$ cat src/rtl/qracc_pkg.sv
// Shared types for the QRAcc tile scheduler: FSM state encoding and the layer config bundle.
package qracc_pkg;

    localparam int QRACC_ADDR_W = 32;
    localparam int QRACC_TILE_W = 16;

    typedef enum logic [2:0] {
        TS_IDLE,
        TS_FETCH,
        TS_LOAD,
        TS_ISSUE,
        TS_WAIT,
        TS_SETTLE,
        TS_WRITE,
        TS_DONE
    } tile_sched_state_e;

    typedef struct packed {
        logic [QRACC_TILE_W-1:0] num_tiles;
        logic [QRACC_ADDR_W-1:0] rd_base;
        logic [QRACC_ADDR_W-1:0] rd_stride;
        logic [QRACC_ADDR_W-1:0] wr_base;
        logic [QRACC_ADDR_W-1:0] wr_stride;
    } tile_sched_cfg_t;

endpackage

$ cat src/rtl/qracc_tile_addr_gen.sv
// Base + k*stride address accumulator; load captures base/stride, step advances by stride.
module qracc_tile_addr_gen
#(
    parameter int addrWidth = 32
) (
    input  logic                 clk,
    input  logic                 rst,
    input  logic                 clear,
    input  logic                 load,
    input  logic                 step,
    input  logic [addrWidth-1:0] base,
    input  logic [addrWidth-1:0] stride,
    output logic [addrWidth-1:0] addr
);

    logic [addrWidth-1:0] stride_q;

    // Sum wraps modulo 2^addrWidth by construction.
    always_ff @(posedge clk) begin
        if (rst || clear) begin
            addr     <= '0;
            stride_q <= '0;
        end else if (load) begin
            addr     <= base;
            stride_q <= stride;
        end else if (step) begin
            addr <= addr + stride_q;
        end
    end

endmodule

$ cat src/rtl/qracc_tile_scheduler.sv
// Per-layer tile sequencer: fetch/load rows, MAC handshake, scaler settle, writeback.
// Optional perf counters enabled by defining QRACC_TILE_PERF_EN.
module qracc_tile_scheduler
    import qracc_pkg::*;
#(
    parameter int addrWidth     = QRACC_ADDR_W,
    parameter int tileCountBits = QRACC_TILE_W,
    parameter int loadsPerTile  = 1,
    parameter int scalerLatency = 1
) (
    input  logic                     clk,
    input  logic                     rst,
    input  logic                     start_i,
    input  logic                     clear_i,
    input  logic [tileCountBits-1:0] num_tiles_i,
    input  logic [addrWidth-1:0]     rd_base_i,
    input  logic [addrWidth-1:0]     rd_stride_i,
    input  logic [addrWidth-1:0]     wr_base_i,
    input  logic [addrWidth-1:0]     wr_stride_i,
    output logic                     buf_rd_en_o,
    output logic [addrWidth-1:0]     buf_rd_addr_o,
    output logic                     fl_wr_en_o,
    output logic [addrWidth-1:0]     fl_addr_o,
    output logic                     mac_valid_o,
    input  logic                     qracc_ready_i,
    input  logic                     qracc_valid_i,
    output logic                     buf_wr_en_o,
    output logic [addrWidth-1:0]     buf_wr_addr_o,
    output logic                     busy_o,
    output logic                     done_o
`ifdef QRACC_TILE_PERF_EN
    ,
    output logic [31:0]              perf_busy_cycles_o,
    output logic [31:0]              perf_stall_cycles_o
`endif
);

    localparam int LW = (loadsPerTile > 1) ? $clog2(loadsPerTile) : 1;
    localparam int SW = (scalerLatency > 1) ? $clog2(scalerLatency) : 1;

    tile_sched_state_e          state;
    tile_sched_cfg_t            cfg_in;
    logic [tileCountBits-1:0]   num_tiles_q;
    logic [tileCountBits-1:0]   tile;
    logic [tileCountBits-1:0]   tile_next;
    logic [LW-1:0]              load_idx;
    logic [SW-1:0]              settle_cnt;
    logic                       start_ok;

    always_comb begin
        cfg_in           = '0;
        cfg_in.num_tiles = QRACC_TILE_W'(num_tiles_i);
        cfg_in.rd_base   = QRACC_ADDR_W'(rd_base_i);
        cfg_in.rd_stride = QRACC_ADDR_W'(rd_stride_i);
        cfg_in.wr_base   = QRACC_ADDR_W'(wr_base_i);
        cfg_in.wr_stride = QRACC_ADDR_W'(wr_stride_i);
    end

    assign start_ok    = (state == TS_IDLE) && start_i;
    assign tile_next   = tile + 1'b1;
    // Issue is gated by ready in the same cycle so seq_acc never sees an unaccepted request.
    assign mac_valid_o = (state == TS_ISSUE) && qracc_ready_i;

    qracc_tile_addr_gen #(.addrWidth(addrWidth)) u_rd_gen (
        .clk    (clk),
        .rst    (rst),
        .clear  (clear_i),
        .load   (start_ok),
        .step   (state == TS_FETCH),
        .base   (addrWidth'(cfg_in.rd_base)),
        .stride (addrWidth'(cfg_in.rd_stride)),
        .addr   (buf_rd_addr_o)
    );

    qracc_tile_addr_gen #(.addrWidth(addrWidth)) u_wr_gen (
        .clk    (clk),
        .rst    (rst),
        .clear  (clear_i),
        .load   (start_ok),
        .step   (state == TS_WRITE),
        .base   (addrWidth'(cfg_in.wr_base)),
        .stride (addrWidth'(cfg_in.wr_stride)),
        .addr   (buf_wr_addr_o)
    );

    // Strobes are registered: each is raised on the transition into the state that owns it.
    always_ff @(posedge clk) begin
        if (rst || clear_i) begin
            state       <= TS_IDLE;
            num_tiles_q <= '0;
            tile        <= '0;
            load_idx    <= '0;
            settle_cnt  <= '0;
            busy_o      <= 1'b0;
            done_o      <= 1'b0;
            buf_rd_en_o <= 1'b0;
            fl_wr_en_o  <= 1'b0;
            fl_addr_o   <= '0;
            buf_wr_en_o <= 1'b0;
        end else begin
            done_o      <= 1'b0;
            buf_rd_en_o <= 1'b0;
            fl_wr_en_o  <= 1'b0;
            fl_addr_o   <= '0;
            buf_wr_en_o <= 1'b0;
            case (state)
                TS_IDLE: begin
                    if (start_i) begin
                        num_tiles_q <= tileCountBits'(cfg_in.num_tiles);
                        tile        <= '0;
                        load_idx    <= '0;
                        busy_o      <= 1'b1;
                        if (cfg_in.num_tiles == '0) begin
                            state  <= TS_DONE;
                            done_o <= 1'b1;
                        end else begin
                            state       <= TS_FETCH;
                            buf_rd_en_o <= 1'b1;
                        end
                    end
                end
                TS_FETCH: begin
                    state      <= TS_LOAD;
                    fl_wr_en_o <= 1'b1;
                    fl_addr_o  <= addrWidth'(load_idx);
                end
                TS_LOAD: begin
                    if (int'(load_idx) == loadsPerTile - 1) begin
                        load_idx <= '0;
                        state    <= TS_ISSUE;
                    end else begin
                        load_idx    <= load_idx + 1'b1;
                        state       <= TS_FETCH;
                        buf_rd_en_o <= 1'b1;
                    end
                end
                TS_ISSUE: begin
                    if (qracc_ready_i) state <= TS_WAIT;
                end
                TS_WAIT: begin
                    if (qracc_valid_i) begin
                        settle_cnt <= '0;
                        if (scalerLatency == 0) begin
                            state       <= TS_WRITE;
                            buf_wr_en_o <= 1'b1;
                        end else begin
                            state <= TS_SETTLE;
                        end
                    end
                end
                TS_SETTLE: begin
                    if (int'(settle_cnt) >= scalerLatency - 1) begin
                        state       <= TS_WRITE;
                        buf_wr_en_o <= 1'b1;
                    end else begin
                        settle_cnt <= settle_cnt + 1'b1;
                    end
                end
                TS_WRITE: begin
                    tile <= tile_next;
                    if (tile_next == num_tiles_q) begin
                        state  <= TS_DONE;
                        done_o <= 1'b1;
                    end else begin
                        state       <= TS_FETCH;
                        buf_rd_en_o <= 1'b1;
                    end
                end
                TS_DONE: begin
                    state  <= TS_IDLE;
                    busy_o <= 1'b0;
                end
                default: state <= TS_IDLE;
            endcase
        end
    end

`ifdef QRACC_TILE_PERF_EN
    // Saturating counters, restarted by each accepted start.
    always_ff @(posedge clk) begin
        if (rst || clear_i || start_ok) begin
            perf_busy_cycles_o  <= '0;
            perf_stall_cycles_o <= '0;
        end else begin
            if (busy_o && (perf_busy_cycles_o != '1))
                perf_busy_cycles_o <= perf_busy_cycles_o + 1'b1;
            if (((state == TS_ISSUE && !qracc_ready_i) || state == TS_WAIT) &&
                (perf_stall_cycles_o != '1))
                perf_stall_cycles_o <= perf_stall_cycles_o + 1'b1;
        end
    end
`endif

endmodule
$ cat config.mk
export PLATFORM = sky130hd
export DESIGN_NAME = qracc_tile_scheduler
export DESIGN_NICKNAME = d
export VERILOG_FILES = /design/src/rtl/qracc_pkg.sv /design/src/rtl/qracc_tile_addr_gen.sv /design/src/rtl/qracc_tile_scheduler.sv
export SDC_FILE = /design/constraint.sdc
export NUM_CORES = 1
export LEC_CHECK = 0
export CAP_MARGIN = 25
export CORE_MARGIN = 5
export CORE_UTILIZATION = 33
export CTS_BUF_LIST = sky130_fd_sc_hd__clkbuf_8
export CTS_CLUSTER_SIZE = 10
export DETAILED_ROUTE_END_ITERATION = 7
export PLACE_DENSITY = 0.57
export SETUP_SLACK_MARGIN = 0.02
export SLEW_MARGIN = 10
export SYNTH_ARGS = -nofsm -noshare
export SYNTH_HDL_FRONTEND = slang
export SYNTH_HIERARCHICAL = 1
export SYNTH_SLANG_ARGS = --single-unit
export TNS_END_PERCENT = 10
$ cat constraint.sdc
create_clock -name clk -period 2.95 [get_ports clk]
set_input_delay 0.885 -clock clk [delete_from_list [all_inputs] [get_ports clk]]
set_output_delay 0.885 -clock clk [all_outputs]
set_load 0.02 [all_outputs]
==> implementation parameters, run 1 <==
Parameter                              Value

Detailed routing
  DRC errors left    0
  Routed vias/inst    5.13
  Antenna Nets Post-Route    0
  Count of vias placed by the detailed router    10,335
  Iter 0 DRT Violations    680
  Routed len/inst    17.1 µm
  First-pass iteration count of the detailed router    5
  Final WL    34.4 mm

Power
  Power dissipated by switching net loads    1530 µW
  Total power per unit cell area    357 nW/µm²
  Total Power    5000 µW
  Highest ir drop seen on vdd    0.000263 V
  Int Power    3470 µW
  Switching Share    0.305
  Share of power burned in the clock network    0.296
  Reg power frac    0.483
  Pleak    0.00552 µW
  Combinational Power Share    0.221

Clock tree
  Clock Latency Late Sink    0.48 ns
  Max Buffers Root-to-Sink    2
  Number of hold buffers added after cts    0
  TritonCTS clock tree    yes
  Buffer count from post-CTS setup fixing    0
  Num CTS Buffers    17
  Clock root buffer master    clkbuf_8
  Number of clock sinks    168
  H-tree levels    4
  Clock transition at the register clock pins on the worst setup and hold paths after CTS    0.09 ns

Floorplan
  DIE HEIGHT    192 µm
  Die outline area    37,000 µm²
  Width of the die    192 µm
  Effective utilization at floorplan    0.336
  Count of boundary I/O pins    252
  Standard-cell rows    66
  Floorplan core area    32,700 µm²

Yosys
  Synth Warn #    6
  Share of synthesized registers carrying an async set or reset    0
  Top cells by area, synth    dfxtp_1 31%, mux2i_1 7.9%, a21oi_1 7.6%
  Synth top area share    0.306
  Most used flip-flop cell after synthesis    dfxtp_1
  FF+latch count, synth    168
  Number of distinct library cells after synthesis    77
  Synthesized instance count    1,370
  Total standard cell area after synthesis    11,000 µm²
  Post-synth EDFFs    0
  Library cell with the largest summed area after synthesis    dfxtp_1
  Post-synthesis sequential area ratio    0.306
  Average instance area after synthesis    8.01 µm²

GRT
  Final global-route overflow total    0
  First-pass GRT wire length    53.6 mm
  Vias in the first global route    10,077
  Pin count of the biggest net entering global routing    47
  Number of antenna violations at the first check in global routing    5
  Overall routing resource usage    0.180

Critical path
  Launch point of the worst reg-to-reg path    u_rd_gen/addr[8]
  Terminus of the critical flop-to-flop path    u_rd_gen/addr[21]
  Maximum fanout count along the critical path    2
  Reg2Reg Setup Slack    0.11 ns
  Start point of the critical path    qracc_ready_i
  Reg2reg path depth    10
  Category of the worst setup path capture point    output port
  Series of cell instances along the critical path    clkdlybuf4s50_1 -> nor3b_1 -> dlygate4sd2_1
  Startpoint-to-endpoint class of the critical path    input port to output port
  CP Data Required Time    2.07 ns
  Slowest cell on crit path    clkdlybuf4s50_1
  Longest individual stage delay on the worst path    0.47 ns
  Kind of start point of the critical path    input port
  Data arrival at the endpoint of the critical path    1.96 ns

Hold path
  Worst min-delay path startpoint    num_tiles_q[6]
  Worst hold endpoint    num_tiles_q[6]
  Worst Hold Path Cells    2
  Worst hold path class    flip-flop to flip-flop

STA
  Period utilization    0.964
  Headroom to the max-slew limit    0.484
  Setup skew after layout    0.0103 ns
  Setup TNS    0 ns
  Highest clock frequency the design can meet    351 MHz
  Setup repair after global routing missed its margin    true
  Shortest clock period the worst path allows after layout    2.84 ns
  Worst Max-Slew Pin Slew    0.772 ns
  Post-route worst hold slack    0.469 ns
  Count of endpoints failing hold in the final timing report    0
  Max Slew Vio Count    0
  Count of final setup violators    0

Placement
  Input/output buffers    219
  Weighted congestion at the end of routability-driven global placement    0.887
  Half-perimeter wire length after placement    26.3 mm

Finish
  Multi-input combinational cell area    7070 µm²
  Ratio of cells with drive above 1 in the final layout    0.0860
  Core Util, Final    0.428
  Register cell area after layout    3360 µm²
  Fill cell count    3,344
  Area delta synth->final    27.4%
  Layout net count    1,775

Run status
  Run status    completed

Run
  Max-cap violations    0
## layout make-up
type                            instances  area share
Antenna cell                            1    0.000179
Clock buffer                           19      0.0187
Clock inverter                         10     0.00429
Inverter                               20     0.00572
Multi-Input combinational cell       1087       0.505
Sequential cell                       168       0.240
Tap cell                              442      0.0395
Timing Repair Buffer                  266       0.186
## worst max-delay path by stage
stage | end | slack (ns)
final | mac_valid_o | 0.11
after global routing | u_rd_gen/addr[30] | -0.002
after CTS | u_rd_gen/addr[30] | -0.00006
after detailed placement | mac_valid_o | -0.21
after global placement | mac_valid_o | -0.22
after floorplan | u_rd_gen/stride_q[10] | 0.16
## power by group through the flow
| stage | registers [µW] | clock network, µW | logic (µW) |
|---|---|---|---|
| finish | 2410 | 1480 | 1100 |
| CTS | 2410 | 1550 | 1110 |
| detailed placement | 2470 | 0 | 1100 |
| floorplan | 2490 | 0 | 611 |
| global placement | 2460 | 0 | 1090 |
| global route | 2430 | 1640 | 1200 |
## layout by cell type, fill, tap and decap left out, types with 16 or more instances in the layout
master	n
clkbuf_8	19
inv_1	20
a211oi_1	17
ha_1	63
dfxtp_1	168
or3_1	17
and3_1	22
o21ai_0	75
xnor2_1	58
a21oi_1	165
nor2_1	168
buf_4	42
a21o_1	23
clkdlybuf4s50_1	218
a31oi_1	16
mux2i_1	87
nand2_1	117
nand4_1	23
conb_1	32
xor2_1	16
## critical path, delay by kind of cell
family | cells | cell delay [ns]
buffers and inverters | 2 | 0.84
and+or+nand+nor | 1 | 0.24
## sequential cells by signal, indices dropped and copies added, names as in the netlist
register and flops:
u_wr_gen/addr 32, buf_rd_en_o 1, u_rd_gen/stride_q 32, state 3, num_tiles_q 16, u_wr_gen/stride_q 32
busy_o 1, u_rd_gen/addr 32, tile 16, buf_wr_en_o 1, done_o 1, fl_wr_en_o 1
## Yosys cell counts (8+ instances only)
library cell and instances:
a31oi_1 19, clkbuf_1 63, nor3_1 11, a21o_1 23, nand3_1 10, a21oi_1 166
o21ai_1 8, or3_1 17, or2_2 8, o22ai_1 10, inv_1 18, nand4_1 23
o21bai_1 9, xor2_1 16, and3_1 22, nor2_1 169, ha_1 63, buf_1 11
buf_4 36, buf_2 10, o21ai_0 79, dfxtp_1 168, a211oi_1 19, nand2_1 117
mux2i_1 87, o21a_1 10, xnor2_1 58
## logic make-up (layout without fill, tap and decap cells)
logic type | count (synthesis) | after routing | share of synthesized area
AND/OR/NAND/NOR | 433 | 433 | 0.191
AO/OA/AOI/OAI | 393 | 393 | 0.218
flip-flops | 168 | 168 | 0.306
buffers and inverters | 146 | 315 | 0.0663
multiplexers | 89 | 89 | 0.0814
XOR/XNOR | 75 | 75 | 0.0612
adder cells (fa/ha/maj) | 65 | 65 | 0.0754
other | 1 | 33 | 0.000342
## metal layers
layer | share of wire | vias up | global-route usage
met2 | 0.46 | 280 | 0.295
met5 | 0.0015 | - | 0
met3 | 0.056 | 30 | 0.0438
met4 | 0.013 | 8 | 0.0392
met1 | 0.47 | 4812 | 0.242
li1 | - | 5205 | -
## stage by stage
stage,worst slack [ns],cell area [µm²],cells
global placement,-0.218,13600,1983
CTS,-0.0000637,13900,2012
finish,0.105,14000,2013
floorplan,0.159,11100,1401
detailed placement,-0.209,13600,1983
global route,-0.00218,14000,2013
## repair_timing
item / in CTS / in global routing
setup endpoints to repair: 6 / 16
resized for setup: 3 / 13
pin swaps: 1 / 6
No activity file was read; power rests on OpenSTA's default activity.
==> run 2: changes to the inputs <==
CORE_UTILIZATION = 40   (was 33)
PLACE_DENSITY = 0.66   (was 0.57)
==> implementation parameters, run 2 (synthesis gave the netlist of run 1 again) <==
Parameter                              Value

Critical path
  Category of the worst setup path capture point    output port
  Maximum fanout count along the critical path    2
  Data arrival at the endpoint of the critical path    1.96 ns
  Kind of start point of the critical path    input port
  Reg2reg path depth    12
  Startpoint-to-endpoint class of the critical path    input port to output port
  CP Data Required Time    2.07 ns

Clock tree
  Number of clock sinks    168
  Max Buffers Root-to-Sink    2
  Clock root buffer master    clkbuf_8
  TritonCTS clock tree    yes
  Clock Latency Late Sink    0.46 ns
  Num CTS Buffers    17
  Number of hold buffers added after cts    0
  Clock transition at the register clock pins on the worst setup and hold paths after CTS    0.10 ns
  H-tree levels    4

Placement
  Input/output buffers    219
  Half-perimeter wire length after placement    24.6 mm
  Post-Place Setup Slack    -0.200 ns
  Area of placed instances    13,400 µm²
  Weighted congestion at the end of routability-driven global placement    0.920

GRT
  Overall routing resource usage    0.202
  Final global-route overflow total    0
  Number of antenna violations at the first check in global routing    3
  Vias in the first global route    9,903
  Pin count of the biggest net entering global routing    54
  First-pass GRT wire length    51.3 mm

Power
  Switching Share    0.292
  Power dissipated by switching net loads    1550 µW
  Int Power    3750 µW
  Total Power    5300 µW
  Pleak    0.00552 µW
  Share of power burned in the clock network    0.342
  Highest ir drop seen on vdd    0.000214 V
  Combinational Power Share    0.203
  Total power per unit cell area    381 nW/µm²
  Reg power frac    0.456

STA
  Count of final setup violators    0
  Max Slew Vio Count    0
  Count of endpoints failing hold in the final timing report    0
  Setup repair after global routing missed its margin    false
  Setup TNS    0 ns
  Headroom to the max-slew limit    0.504
  Worst Max-Slew Pin Slew    0.743 ns
  Highest clock frequency the design can meet    352 MHz
  Period utilization    0.963
  Setup skew after layout    0.0157 ns
  Shortest clock period the worst path allows after layout    2.84 ns
  Final critical-path setup slack    0.108 ns

Finish
  Layout net count    1,769
  Area delta synth->final    26.5%
  Leading cell type in the layout, fill and taps excluded    clkdlybuf4s50_1
  Leading cell types in the layout, fill and taps excluded    218 x clkdlybuf4s50_1, 168 x nor2_1, 168 x dfxtp_1, 165 x a21oi_1, 117 x nand2_1
  Fill cell count    2,613
  Ratio of cells with drive above 1 in the final layout    0.0849
  Final design area excluding fillers    13,900 µm²
  Core Util, Final    0.514
  Antenna diodes    0

Detailed routing
  First-pass iteration count of the detailed router    6
  Final WL    32.5 mm
  Routed len/inst    17.0 µm
  DRC errors left    0
  Routed vias/inst    5.50
  Antenna Nets Post-Route    0
  Iter 0 DRT Violations    859
  Count of vias placed by the detailed router    10,486

Floorplan
  Effective utilization at floorplan    0.406
  Width of the die    176 µm
  Die outline area    30,900 µm²
  Floorplan core area    27,000 µm²
  Standard-cell rows    60
  Count of boundary I/O pins    252
  DIE HEIGHT    176 µm

Run status
  Run status    completed

Hold path
  Worst hold path class    flip-flop to flip-flop
  Worst Hold Path Cells    2

Run
  Max-cap violations    0
==> run 2: cell count changes in the layout (fill, tap and decap cells not counted), sizes merged <==
| cell | before | now |
|---|---|---|
| inv | 22 | 24 |
| buf | 47 | 41 |
| clkinv | 3 | 2 |
| clkinvlp | 5 | 3 |
| diode | 1 | 0 |
| bufinv | 0 | 3 |
==> run 2: final cells by class <==
type	instances	area, µm²	area share
multi-input cells	1087	7060	0.508
flip-flops and latches	168	3360	0.242
repair buffers	260	2540	0.183
well taps	341	427	0.0307
clock buffers	19	262	0.0188
clock inverters	12	165	0.0119
inverters	20	80.1	0.00576
==> run 2: worst max-delay path, cell delays in order <==
cell and delay, ns:
clkdlybuf4s50_1 0.47, nor3b_1 0.23, dlygate4sd2_1 0.37
==> run 2: power by group through the flow <==
stage	combinational [µW]	sequential [µW]	clock (µW)
detailed placement	1070	2470	0
CTS	1070	2410	1870
global route	1170	2420	1980
global placement	1060	2460	0
floorplan	611	2490	0
finish	1070	2410	1810
==> run 2: path summary, 6_finish.rpt <==
path | from | endpoint | slack [ns]
worst max-delay path | qracc_ready_i | mac_valid_o | 0.11
worst min-delay path | num_tiles_q[6] | num_tiles_q[6] | 0.47
worst min register to register | num_tiles_q[6] | num_tiles_q[6] | 0.47
worst max register to register | u_rd_gen/addr[0] | u_rd_gen/addr[26] | 0.13
==> run 2: metrics by stage <==
step,instances,hold WS (ns)
4_1_cts,1907,0.478
6_report,1907,0.473
3_5_place_dp,1876,0.463
5_1_grt,1907,0.501
2_1_floorplan,1401,0.448
3_3_place_gp,1876,0.457
==> run 2: metal layers <==
layer	track usage	part of all wire	vias up
met3	0.0435	0.066	38
li1	-	-	5192
met4	0.0448	0.013	6
met2	0.336	0.47	340
met1	0.271	0.45	4910
met5	0	0.0014	-
==> run 2: what timing repair did <==
action                                 in CTS  in global routing
setup endpoints to repair                   6                 16
resized for setup                           3                 11
pin swaps                                   1                  4
buffers inserted                            0                  0
endpoints found under the hold margin       0                  0
==> edit (config.mk and constraints of run 1) <==
Set the package constant `QRACC_ADDR_W` to 24 (it was 32).
--- a/src/rtl/qracc_pkg.sv
+++ b/src/rtl/qracc_pkg.sv
@@ -1,7 +1,7 @@
 // Shared types for the QRAcc tile scheduler: FSM state encoding and the layer config bundle.
 package qracc_pkg;
 
-    localparam int QRACC_ADDR_W = 32;
+    localparam int QRACC_ADDR_W = 24;
     localparam int QRACC_TILE_W = 16;
 
     typedef enum logic [2:0] {
Ports: changed (7 resized); port bits go from 252 to 196. The function was not compared with the original's and may differ.
==> edit against run 1 <==
Power is 9.3% lower. Synthesized cell count decreased by 15%. Clock power increased by 18%. Critical endpoint unchanged. Largest power group unchanged. Routed wire length down 21%. Synthesized area shrank 15%. Sequential cell count is 32 lower. Final area shrank 17%. Setup slack better by 0.047 ns. Hold slack better by 0.0011 ns. Register-to-register slack improved by 0.12 ns.
==> edit: results (changes against run 1) <==
[hold_path]
hp-class=reg -> reg  ; unchanged
hp-start=num_tiles_q[3]$_SDFFE_PP0P_  ; was num_tiles_q[6]$_SDFFE_PP0P_

[grt]
antenna_found_initial=4  ; was 5
grt_pass1_wl_mm=43.0  ; was 53.6 mm
grtUsageTotal_pct=16.7  ; was 18.0%
grt_pass1_vias=8366  ; was 10100
grt_max_degree=42  ; was 47

[power]
comb_power_share_pct=18.7  ; was 22.1%
vdd_drop_max_v=0.000233  ; was 0.000263 V
leakage_nw=4.54  ; was 5.52 nW
p_int_mw=3.26  ; was 3.47 mW
p_comb_uw=846  ; was 1.10 mW

[synthesis]
yosysWarnings=6  ; unchanged
yosys.area_share.xor_xnor_pct=4.36  ; was 6.12%
synth-adder-area-share_pct=6.70  ; was 7.54%
ys_top_cells_by_area=dfxtp_1 29%, a21oi_1 6.8%, mux2i_1 6.3%  ; was dfxtp_1 31%, mux2i_1 7.9%, a21oi_1 7.6%
synth_commonest_cells=136 x dfxtp_1, 133 x nor2_1, 128 x a21oi_1  ; was 169 x nor2_1, 168 x dfxtp_1, 166 x a21oi_1
syn_avg_cell_area_um2=8.04  ; was 8.01 um2
ys_types=85  ; was 77
synth-compound-area-share_pct=22.4  ; was 21.8%
muxShareOfSynthArea_pct=6.54  ; was 8.14%
ys_seq_area_share_pct=29.0  ; was 30.6%

[route]
via_per_inst=5.17  ; was 5.13
drt_iter0_markers=469  ; was 680
num_vias=8738  ; was 10300
routed_wl_mm=27.1  ; was 34.4 mm

[worst_setup_path]
reg2reg_from=u_wr_gen/addr[0]$_SDFFE_PP0P_  ; was u_rd_gen/addr[8]$_SDFFE_PP0P_
reg2reg_slack_ns=0.23  ; was 0.11 ns
critPathCapture=mac_valid_o  ; unchanged

[sta]
hold_ws_ns=0.470  ; was 0.469 ns
maxSlewHeadroom_pct=60.3  ; was 48.4%
skew_ns=0.0205  ; was 0.0103 ns

[placed_design]
post_dp_cell_area_mm2=0.0112  ; was 0.0136 mm2
portBuffers=171  ; was 219
dp_cells=1658  ; was 1983
gp_congestion=0.837  ; was 0.887
place_ws_ns=-0.240  ; was -0.209 ns
hpwl_mm=20.2  ; was 26.3 mm

[finish]
nets=1466  ; was 1775
layout-drive-gt1-share_pct=8.16  ; was 8.60%
design_area_mm2=0.0116  ; was 0.0140 mm2

[run_status]
status=complete, no violations  ; unchanged

[cts]
clk_latency_ns=0.45  ; was 0.48 ns

## edit: changes by cell type in the layout (fill, tap and decap cells not counted), sizes merged, moves of 28 or more
cell           before  now
o21ai              87   49
dfxtp             168  136
mux2i              87   59
a21oi             166  130
clkdlybuf4s50     218  170
nor2              171  133
xnor2              58   24
## edit: tightest hold or removal path, cell delays in order (launching register included)
cell and delay, ns:
dfxtp_1 0.32, nand2_1 0.05, a21oi_1 0.05
## edit: repair_timing
item                                    in CTS  in global routing
buffers inserted                             0                  0
resized for setup                            1                  2
endpoints found under the setup margin       1                  2
## edit: cell type report
| class | instances | area [um2] |
|---|---|---|
| antenna | 2 | 5.00 |
| clock buffer | 19 | 262 |
| clock inverter | 12 | 176 |
| fill | 2904 | 16300 |
| inverter | 26 | 103 |
| multi-input combinational | 915 | 5920 |
| sequential | 136 | 2720 |
| tap | 378 | 473 |
| timing repair buffer | 203 | 1960 |
## edit: metal layers
layer  track usage, %  wire length, um
met1             21.5            12400
met2             27.8            12900
met3             4.35             1590
met4             4.00              177
met5                0               24
